===== src/rtl/child_rr_scheduler_pkg.sv =====
// Shared types and defaults for the child round-robin scheduler.
package child_rr_scheduler_pkg;

  typedef enum logic [1:0] {
    StIdle,
    StGrant,
    StRelease
  } state_e;

  localparam int unsigned DefNumReq  = 5;
  localparam int unsigned DefMaxHold = 16;
  localparam int unsigned DefCntW    = 8;

  // Index width for n requesters, never narrower than one bit.
  function automatic int unsigned idx_w(int unsigned n);
    return (n > 1) ? $clog2(n) : 1;
  endfunction

endpackage


===== src/rtl/child_rr_scheduler_if.sv =====
// Request/grant bundle between the child instances (master) and the scheduler (slave).
interface child_rr_scheduler_if
  import child_rr_scheduler_pkg::*;
#(
  parameter int unsigned NUM_REQ = DefNumReq,
  parameter int unsigned CNT_W   = DefCntW,
  parameter int unsigned IdxW    = idx_w(NUM_REQ)
);

  logic [NUM_REQ-1:0]       req;
  logic [NUM_REQ-1:0]       done;
  logic [NUM_REQ-1:0]       gnt;
  logic                     gnt_valid;
  logic [IdxW-1:0]          gnt_idx;
  logic                     revoked;
  logic [NUM_REQ*CNT_W-1:0] gnt_cnt;

  modport master (
    output req, done,
    input  gnt, gnt_valid, gnt_idx, revoked, gnt_cnt
  );

  modport slave (
    input  req, done,
    output gnt, gnt_valid, gnt_idx, revoked, gnt_cnt
  );

endinterface


===== src/rtl/child_rr_scheduler_rr_pick.sv =====
// Combinational rotate-priority picker: first requester strictly after last_idx_i, wrapping.
module child_rr_scheduler_rr_pick
  import child_rr_scheduler_pkg::*;
#(
  parameter int unsigned NUM_REQ = DefNumReq,
  parameter int unsigned IdxW    = idx_w(NUM_REQ)
) (
  input  logic [NUM_REQ-1:0] req_i,
  input  logic [IdxW-1:0]    last_idx_i,
  output logic [IdxW-1:0]    next_idx_o,
  output logic               found_o
);

  int unsigned cand;

  always_comb begin
    found_o    = 1'b0;
    next_idx_o = last_idx_i;
    cand       = 0;
    // Offset NUM_REQ lands back on last_idx_i, so a lone requester can be re-granted.
    for (int unsigned k = 1; k <= NUM_REQ; k++) begin
      cand = (32'(last_idx_i) + k) % NUM_REQ;
      if (!found_o && req_i[cand]) begin
        found_o    = 1'b1;
        next_idx_o = IdxW'(cand);
      end
    end
  end

endmodule


===== src/rtl/child_rr_scheduler.sv =====
// Round-robin grant of one shared resource among NUM_REQ children, with per-child grant counters.
// Optional forced revoke after MAX_HOLD cycles when SCHED_TIMEOUT_EN is defined.
module child_rr_scheduler
  import child_rr_scheduler_pkg::*;
#(
  parameter int unsigned NUM_REQ  = DefNumReq,
  parameter int unsigned MAX_HOLD = DefMaxHold,
  parameter int unsigned CNT_W    = DefCntW
) (
  input logic                 clk,
  input logic                 rst,
  child_rr_scheduler_if.slave bus
);

  localparam int unsigned IdxW = idx_w(NUM_REQ);

  typedef logic [IdxW-1:0]    idx_t;
  typedef logic [NUM_REQ-1:0] req_t;
  typedef logic [CNT_W-1:0]   cnt_t;

  if (NUM_REQ < 2 || NUM_REQ > 16 || MAX_HOLD == 0) begin : gen_bad_cfg
    $error("child_rr_scheduler: unsupported NUM_REQ/MAX_HOLD");
  end

  state_e state_q, state_d;
  req_t   gnt_q, gnt_d;
  logic   gnt_valid_q, gnt_valid_d;
  idx_t   gnt_idx_q, gnt_idx_d;
  logic   revoked_q, revoked_d;
  cnt_t   cnt_q [NUM_REQ];
  cnt_t   cnt_d [NUM_REQ];

  idx_t   pick_idx;
  logic   pick_found;
  logic   release_req;
  logic   timeout;

  child_rr_scheduler_rr_pick #(
    .NUM_REQ (NUM_REQ),
    .IdxW    (IdxW)
  ) u_pick (
    .req_i      (bus.req),
    .last_idx_i (gnt_idx_q),
    .next_idx_o (pick_idx),
    .found_o    (pick_found)
  );

  // Strays on non-granted done bits are ignored by indexing only the owner.
  assign release_req = bus.done[gnt_idx_q] || !bus.req[gnt_idx_q];

`ifdef SCHED_TIMEOUT_EN
  localparam int unsigned HoldW = $clog2(MAX_HOLD + 1);

  logic [HoldW-1:0] hold_q, hold_d;

  assign timeout = (hold_q == HoldW'(MAX_HOLD - 1));

  always_comb begin
    hold_d = '0;
    if (state_q == StGrant && state_d == StGrant) begin
      hold_d = hold_q + 1'b1;
    end
  end

  always_ff @(posedge clk) begin
    if (rst) begin
      hold_q <= '0;
    end else begin
      hold_q <= hold_d;
    end
  end
`else
  assign timeout = 1'b0;
`endif

  always_comb begin
    state_d   = state_q;
    gnt_d     = gnt_q;
    gnt_idx_d = gnt_idx_q;
    revoked_d = 1'b0;
    cnt_d     = cnt_q;
    unique case (state_q)
      StIdle: begin
        if (pick_found) begin
          state_d   = StGrant;
          gnt_idx_d = pick_idx;
          gnt_d     = req_t'(1) << pick_idx;
          if (cnt_q[pick_idx] != '1) begin
            cnt_d[pick_idx] = cnt_q[pick_idx] + 1'b1;
          end
        end
      end
      StGrant: begin
        if (release_req) begin
          state_d = StRelease;
          gnt_d   = '0;
        end else if (timeout) begin
          state_d   = StRelease;
          gnt_d     = '0;
          revoked_d = 1'b1;
        end
      end
      StRelease: begin
        state_d = StIdle;
        gnt_d   = '0;
      end
      default: begin
        state_d = StIdle;
        gnt_d   = '0;
      end
    endcase
    gnt_valid_d = |gnt_d;
  end

  always_ff @(posedge clk) begin
    if (rst) begin
      state_q     <= StIdle;
      gnt_q       <= '0;
      gnt_valid_q <= 1'b0;
      gnt_idx_q   <= idx_t'(NUM_REQ - 1);
      revoked_q   <= 1'b0;
      for (int i = 0; i < int'(NUM_REQ); i++) begin
        cnt_q[i] <= '0;
      end
    end else begin
      state_q     <= state_d;
      gnt_q       <= gnt_d;
      gnt_valid_q <= gnt_valid_d;
      gnt_idx_q   <= gnt_idx_d;
      revoked_q   <= revoked_d;
      cnt_q       <= cnt_d;
    end
  end

  logic [NUM_REQ*CNT_W-1:0] cnt_flat;

  always_comb begin
    cnt_flat = '0;
    for (int i = 0; i < int'(NUM_REQ); i++) begin
      cnt_flat[i*CNT_W +: CNT_W] = cnt_q[i];
    end
  end

  assign bus.gnt       = gnt_q;
  assign bus.gnt_valid = gnt_valid_q;
  assign bus.gnt_idx   = gnt_idx_q;
  assign bus.revoked   = revoked_q;
  assign bus.gnt_cnt   = cnt_flat;

endmodule


===== src/flat_wrapper.sv =====
// flat-port wrapper written by rule: the top's interface ports become plain ports
module child_rr_scheduler_flat import child_rr_scheduler_pkg::*;
#(
  parameter int unsigned NUM_REQ  = DefNumReq,
  parameter int unsigned MAX_HOLD = DefMaxHold,
  parameter int unsigned CNT_W    = DefCntW
)
  (clk, rst, bus_req, bus_done, bus_gnt, bus_gnt_valid, bus_gnt_idx, bus_revoked, bus_gnt_cnt);
  child_rr_scheduler_if #(.NUM_REQ(NUM_REQ), .CNT_W(CNT_W)) bus_i ();
  input logic clk;
  input logic rst;
  input wire logic [$bits(bus_i.req)-1:0] bus_req;
  input wire logic [$bits(bus_i.done)-1:0] bus_done;
  output wire logic [$bits(bus_i.gnt)-1:0] bus_gnt;
  output wire logic [$bits(bus_i.gnt_valid)-1:0] bus_gnt_valid;
  output wire logic [$bits(bus_i.gnt_idx)-1:0] bus_gnt_idx;
  output wire logic [$bits(bus_i.revoked)-1:0] bus_revoked;
  output wire logic [$bits(bus_i.gnt_cnt)-1:0] bus_gnt_cnt;
  assign bus_i.req = bus_req;
  assign bus_i.done = bus_done;
  assign bus_gnt = bus_i.gnt;
  assign bus_gnt_valid = bus_i.gnt_valid;
  assign bus_gnt_idx = bus_i.gnt_idx;
  assign bus_revoked = bus_i.revoked;
  assign bus_gnt_cnt = bus_i.gnt_cnt;
  child_rr_scheduler #(.NUM_REQ(NUM_REQ), .MAX_HOLD(MAX_HOLD), .CNT_W(CNT_W)) u_core (.clk(clk), .rst(rst), .bus(bus_i));
endmodule

===== config.mk =====
export PLATFORM = sky130hd
export DESIGN_NAME = child_rr_scheduler_flat
export DESIGN_NICKNAME = d
export VERILOG_FILES = /design/src/rtl/child_rr_scheduler_pkg.sv /design/src/rtl/child_rr_scheduler_if.sv /design/src/rtl/child_rr_scheduler_rr_pick.sv /design/src/rtl/child_rr_scheduler.sv /design/src/flat_wrapper.sv
export SDC_FILE = /design/constraint.sdc
export NUM_CORES = 1
export LEC_CHECK = 0
export CORE_AREA = 2 2 100 102
export CTS_CLUSTER_DIAMETER = 30
export DETAILED_ROUTE_END_ITERATION = 8
export DIE_AREA = 0 0 102 104
export PLACE_DENSITY = 0.75
export SYNTH_ARGS = -nofsm -noshare
export SYNTH_HDL_FRONTEND = slang
export SYNTH_SLANG_ARGS = --single-unit

===== constraint.sdc =====
create_clock -name clk -period 9.9 [get_ports clk]
set_clock_uncertainty 0.15 [all_clocks]
set_input_delay 1.485 -clock clk [delete_from_list [all_inputs] [get_ports clk]]
set_output_delay 1.485 -clock clk [all_outputs]
set_load 0.02 [all_outputs]

==> results of run 1 <==
[worst max-delay path, cell delays in order, from the launching register on]
cell      delay (ps)
dfxtp_1          320
buf_4            390
inv_1            430
ha_1             770
ha_1             370
nor2_1           100
a211o_1          320
and2_1           160
ha_1             250
nor2b_1          220
nor3_1           380
nor2_1           100
or3_1            310
a32o_2           350
nand4b_4         250
o221ai_4         350
nand3_2          360
and3_1           350
a221oi_2         560
inv_1             90
ha_1             240
o31ai_1          150
nand2b_1         510
o21ai_4          170
and2_2           280
a22o_1           230
[layout by cell type (no fill, tap or decap), types with 21 or more instances in the layout]
cell             instances
clkdlybuf4s50_1         60
dfxtp_1                 51
a21oi_1                 21
ha_1                    30
nand2_1                 23
o31ai_1                 21
mux2i_1                 23
nor2_1                  48
inv_1                   23
[kinds of logic (layout without fill, tap and decap cells)]
logic type,after synthesis,after routing,synth area share (%)
multiplexers,33,33,8.01
other,1,1,0.0797
AND/OR/NAND/NOR,177,177,21.5
adder cells (fa/ha/maj),31,31,8.41
XOR/XNOR,12,12,2.95
flip-flops,51,51,21.7
buffers and inverters,57,95,5.80
AO/OA/AOI/OAI,177,177,31.5
[registers in the layout, indices dropped and copies added, names as in the netlist]
| register | cells |
|---|---|
| u_core.bus.gnt_idx | 3 |
| u_core.bus.gnt | 5 |
| u_core.state_q | 2 |
| u_core.bus.gnt_valid | 1 |
| u_core.bus.gnt_cnt | 40 |
[cell usage after synthesis, drive strengths merged (9+ instances only)]
| cell | number |
|---|---|
| dfxtp | 51 |
| nor2 | 49 |
| ha | 30 |
| o21ai | 26 |
| inv | 24 |
| mux2i | 23 |
| nand2 | 23 |
| a21oi | 22 |
| o31ai | 21 |
| nand3 | 20 |
| nor3 | 20 |
| clkbuf | 18 |
| a22o | 15 |
| buf | 15 |
| nand4 | 13 |
| a211oi | 12 |
| and2 | 9 |
| nand2b | 9 |
[through the flow]
stage	hold WS, ps	util [%]
global placement	316	55.6
CTS	342	56.7
finish	345	56.7
detailed placement	324	55.6
global route	393	56.7
floorplan	369	-
[how the worst max path moves through the flow]
stage | startpoint | endpoint
global route | u_core.bus.gnt_idx[0] | u_core.bus.gnt_cnt[38]
finish | u_core.bus.gnt_idx[0] | u_core.bus.gnt_cnt[38]
detailed placement | u_core.bus.gnt_idx[0] | u_core.bus.gnt_cnt[38]
global placement | u_core.bus.gnt_idx[0] | u_core.bus.gnt_cnt[38]
floorplan | u_core.bus.gnt_idx[0] | u_core.bus.gnt_cnt[38]
CTS | u_core.bus.gnt_idx[0] | u_core.bus.gnt_cnt[38]
[routing by layer]
layer	GRT usage, %	share of wire (%)	vias to the layer above
met4	8.19	2.4	0
met1	34.0	44	2179
met2	42.7	49	167
met5	0	0	-
li1	-	-	2142
met3	2.82	4.9	27
[cell type report]
class / count / area share [%]
clock buffers: 5 / 1.27
inverters: 24 / 1.71
flip-flops and latches: 51 / 18.9
multi-input cells: 431 / 63.0
clock inverters: 3 / 0.532
repair buffers: 63 / 11.5
well taps: 133 / 3.08
==> results.toml, run 1 <==
[run_status]
outcome = "completed"

[cells_and_area]
antenna_cells_inserted = 0
finish.net_count = 619
fillerInstances = 887
multi_input_comb_area_um2 = 3410
seqCellArea_um2 = 1020
final_design_area_no_fill_um2 = 5410
layout-drive-gt1-share_pct = 11.1
area_growth_pct = 15.0
finish.cell_count_without_fillers = 710

[worst_hold_path]
hold_path_end = "u_core.bus.gnt[0]"
hold_path_class = "reg -> reg"
hold_path_startpoint = "u_core.bus.gnt[0]"
count_of_cells_along_the_worst_hold_path = 2

[global_route]
gr-usage-all-layers_pct = 25.5
antenna_found_initial = 0
maximum_number_of_pins_on_one_net_before_global_route_repair = 40
grt_first_pass_wirelength_um = 22400
first_global_vias = 4499
overflow_left_after_global_routing = 0

[setup_path]
r2r_start = "u_core.bus.gnt_idx[0]"
setup.worst_path.end_class = "flip-flop"
required_ps = 9960
critPathArrivalTime_ps = 8360
path_max_fanout = 38
critPathKind = "reg -> reg"
r2r_setup_slack_ps = 1600
ff2ff_path_depth = 25
startpoint_type = "flip-flop"
r2r_end = "u_core.bus.gnt_cnt[38]"

[yosys]
synth_enable_flop_cells = 0
cell_taking_the_most_area_after_synthesis = "dfxtp_1"
synth-seq-area-share_pct = 21.7
syn-instance-count = 539
ys_warn_count = 0
async_flop_share_pct = 0
mapped_avg_cell_area_um2 = 8.73
synthesis.area_um2 = 4700
dominantRegCellSynth = "dfxtp_1"
net_count_synth = 582
count_of_cell_types_in_the_netlist = 100
synth.area.top_cells = "dfxtp_1 (22%), ha_1 (8.0%), mux2i_1 (4.9%)"
ys_ff_latch = 51
area_fraction_of_the_dominant_cell_type_after_synthesis_pct = 21.7

[placed_design]
place_congestion = 0.937
port_buffers = 60
area_post_placement_um2 = 5310
post_detailed_placement_half_perimeter_wirelength_um = 9940
dpl_worst_slack_ps = 1720
numPlacedInstances = 702

[clock_network]
tritoncts_num_sinks = 51
cts_hold_buffers = 0
clock_latency_ps = 310
cts_buffer_count = 5
clock_tree.buffer_depth = 2
cts_tree = "built"
clock-root-buffer = "clkbuf_8"
ctsResizeCount = 0
clk_pin_slew_ps = 100
cts_max_level = 2
cts_post_setup_buffers_inserted = 0

[job]
drv.max_cap_violation_count = 0

[routing]
vias = 4515
drt_pre_antenna_iters = 5
routed_wire_length_per_instance_um = 18.8
wirelength_um = 13400
detail_route.iter0.violations = 262
detail_route.vias_per_cell = 6.36
detail_route.drc_violations = 0
postRouteAntennaNets = 0

[timing]
final-hold-violation-count = 0
maxClockFrequency_ghz = 0.121
rsz0062_at_grt = "false"
timing.max_slew.rel_slack_pct = 42.5
final.period_utilization_pct = 83.8
finalCriticalPeriod_ps = 8300
setup-tns-final_ps = 0
final-max-slew-violation-count = 0
max_slew.worst_pin.slew_ps = 854
setup_violations = 0
final_critical_path_setup_slack_ps = 1600

[floorplanning]
fp.coreArea_um2 = 9550
die_w_um = 102
top_level_ports = 62
initial_core_util_pct = 49.3
dieArea_um2 = 10600
std_cell_rows = 36
die_h_um = 104
Power of run 1 is left out: the tool's default activity adds up to more than one toggle a clock period on the data nets, which glitch-free logic cannot reach.
==> inputs of run 2 (changes only) <==
--- a/config.mk
+++ b/config.mk
@@ -9,7 +9,7 @@
 export CTS_CLUSTER_DIAMETER = 30
 export DETAILED_ROUTE_END_ITERATION = 8
 export DIE_AREA = 0 0 102 104
-export PLACE_DENSITY = 0.75
+export PLACE_DENSITY = 0.78
 export SYNTH_ARGS = -nofsm -noshare
 export SYNTH_HDL_FRONTEND = slang
 export SYNTH_SLANG_ARGS = --single-unit
==> constraint.sdc (replaced) <==
create_clock -name clk -period 7.6 [get_ports clk]
set_clock_uncertainty 0.15 [all_clocks]
set_input_delay 1.14 -clock clk [delete_from_list [all_inputs] [get_ports clk]]
set_output_delay 1.14 -clock clk [all_outputs]
set_load 0.02 [all_outputs]
==> run 2 against run 1 <==
Sequential share of layout area decreased by 0.36 points. Critical path type unchanged. Clock-buffer cell count is the same. Routed wire length increased by 5.7%. Via count grew 0.75%. Critical endpoint unchanged. Maximum frequency increased by 16%.
==> results.toml, run 2 (same netlist as run 1, synthesis figures left out) <==
[clock_network]
clock-root-buffer = "clkbuf_8"
clock_tree.buffer_depth = 2
clock_latency_ps = 320
tritoncts_num_sinks = 51
cts_post_setup_buffers_inserted = 0
clk_pin_slew_ps = 100
cts_buffer_count = 5
cts_tree = "built"
cts_max_level = 2

[global_route]
first_global_vias = 4396
overflow_left_after_global_routing = 0
maximum_number_of_pins_on_one_net_before_global_route_repair = 40
grt_first_pass_wirelength_um = 23000
antenna_found_initial = 0
gr-usage-all-layers_pct = 26.6

[timing]
final.period_utilization_pct = 93.8
rsz0062_at_grt = "false"
finalCriticalPeriod_ps = 7130
timing.max_slew.rel_slack_pct = 48.4
final-hold-violation-count = 0
setup-tns-final_ps = 0
max_slew.worst_pin.slew_ps = 773
setup_violations = 0
final_critical_path_setup_slack_ps = 473
maxClockFrequency_ghz = 0.140
final-max-slew-violation-count = 0

[placed_design]
dpl_worst_slack_ps = 406
numPlacedInstances = 712
post_detailed_placement_half_perimeter_wirelength_um = 10400
place_congestion = 0.955
port_buffers = 60

[setup_path]
setup.worst_path.end_class = "flip-flop"
worstSetupEndpoint = "u_core.bus.gnt_cnt[38]"
required_ps = 7670
critPathArrivalTime_ps = 7190
ff2ff_path_depth = 25
critical-path-max-stage-delay_ps = 500
critPathKind = "reg -> reg"
r2r_end = "u_core.bus.gnt_cnt[38]"
r2r_start = "u_core.bus.gnt_idx[1]"
critical-path-top-cell-by-count = "ha_1"
path_max_fanout = 13
startpoint_of_the_worst_setup_timing_path = "u_core.bus.gnt_idx[1]"
r2r_setup_slack_ps = 470
worst_path_max_delay_cell = "dfxtp_1"
startpoint_type = "flip-flop"

[routing]
routed_wire_length_per_instance_um = 19.6
wirelength_um = 14100
drt_pre_antenna_iters = 7
vias = 4549
detail_route.iter0.violations = 405
postRouteAntennaNets = 0
detail_route.vias_per_cell = 6.32
detail_route.drc_violations = 0

[run_status]
outcome = "completed"

[floorplanning]
top_level_ports = 62
fp.coreArea_um2 = 9550
std_cell_rows = 36
dieArea_um2 = 10600
initial_core_util_pct = 49.3
die_w_um = 102
die_h_um = 104

[cells_and_area]
finish.net_count = 629
antenna_cells_inserted = 0
largest_register_ff_count = 40
most-common-layout-cells = "clkdlybuf4s50_1 (60), dfxtp_1 (51), nor2_1 (48), ha_1 (30)"
layout-drive-gt1-share_pct = 12.8
final_common_cell = "clkdlybuf4s50_1"
fin_util_pct = 57.8
area_growth_pct = 17.3
finish.cell_count_without_fillers = 720

[worst_hold_path]
hold_path_class = "reg -> reg"

[job]
drv.max_cap_violation_count = 0
[run 2: layout make-up]
cell class	count	area (um2)
clock buffers	5	68.8
fillers	887	4030
inverters	24	92.6
repair buffers	73	698
flip-flops and latches	51	1020
well taps	133	166
multi-input cells	431	3420
clock inverters	3	46.3
[run 2: worst min path at each step]
stage	startpoint	endpoint	slack (ps)	cells past startpoint
5_1_grt	u_core.bus.gnt[0]	u_core.bus.gnt[0]	390	2
2_1_floorplan	u_core.state_q[0]	u_core.state_q[1]	370	1
3_5_place_dp	u_core.bus.gnt[0]	u_core.bus.gnt[0]	330	2
3_3_place_gp	u_core.bus.gnt[0]	u_core.bus.gnt[0]	320	2
6_report	u_core.bus.gnt[0]	u_core.bus.gnt[0]	340	2
4_1_cts	u_core.bus.gnt[0]	u_core.bus.gnt[0]	340	2
[run 2: per-layer routing]
layer | GRT usage [%] | vias up | wire, um
li1 | - | 2160 | -
met1 | 36.9 | 2195 | 6360
met2 | 43.7 | 172 | 6710
met3 | 3.16 | 22 | 813
met4 | 6.19 | 0 | 235
met5 | 0 | - | 0
[run 2: through the flow]
stage	hold WS, ps	cell area [um2]
3_3_place_gp	315	5390
3_5_place_dp	326	5390
6_report	340	5520
4_1_cts	344	5500
5_1_grt	393	5520
2_1_floorplan	369	4700
[run 2: timing repair]
| action | in CTS | in global routing |
|---|---|---|
| hold buffers | 0 | 0 |
| gates resized for setup | 0 | 2 |
| endpoints found under the setup margin | 0 | 22 |
[run 2: critical path, delay by kind of cell, from the launching register on]
family	cells	cell delay, ps
compound gates	7	2020
fa+ha+maj	4	1320
buf+inv	3	400
flops	1	500
simple gates	11	2640
Power of run 2 is left out for the same reason.
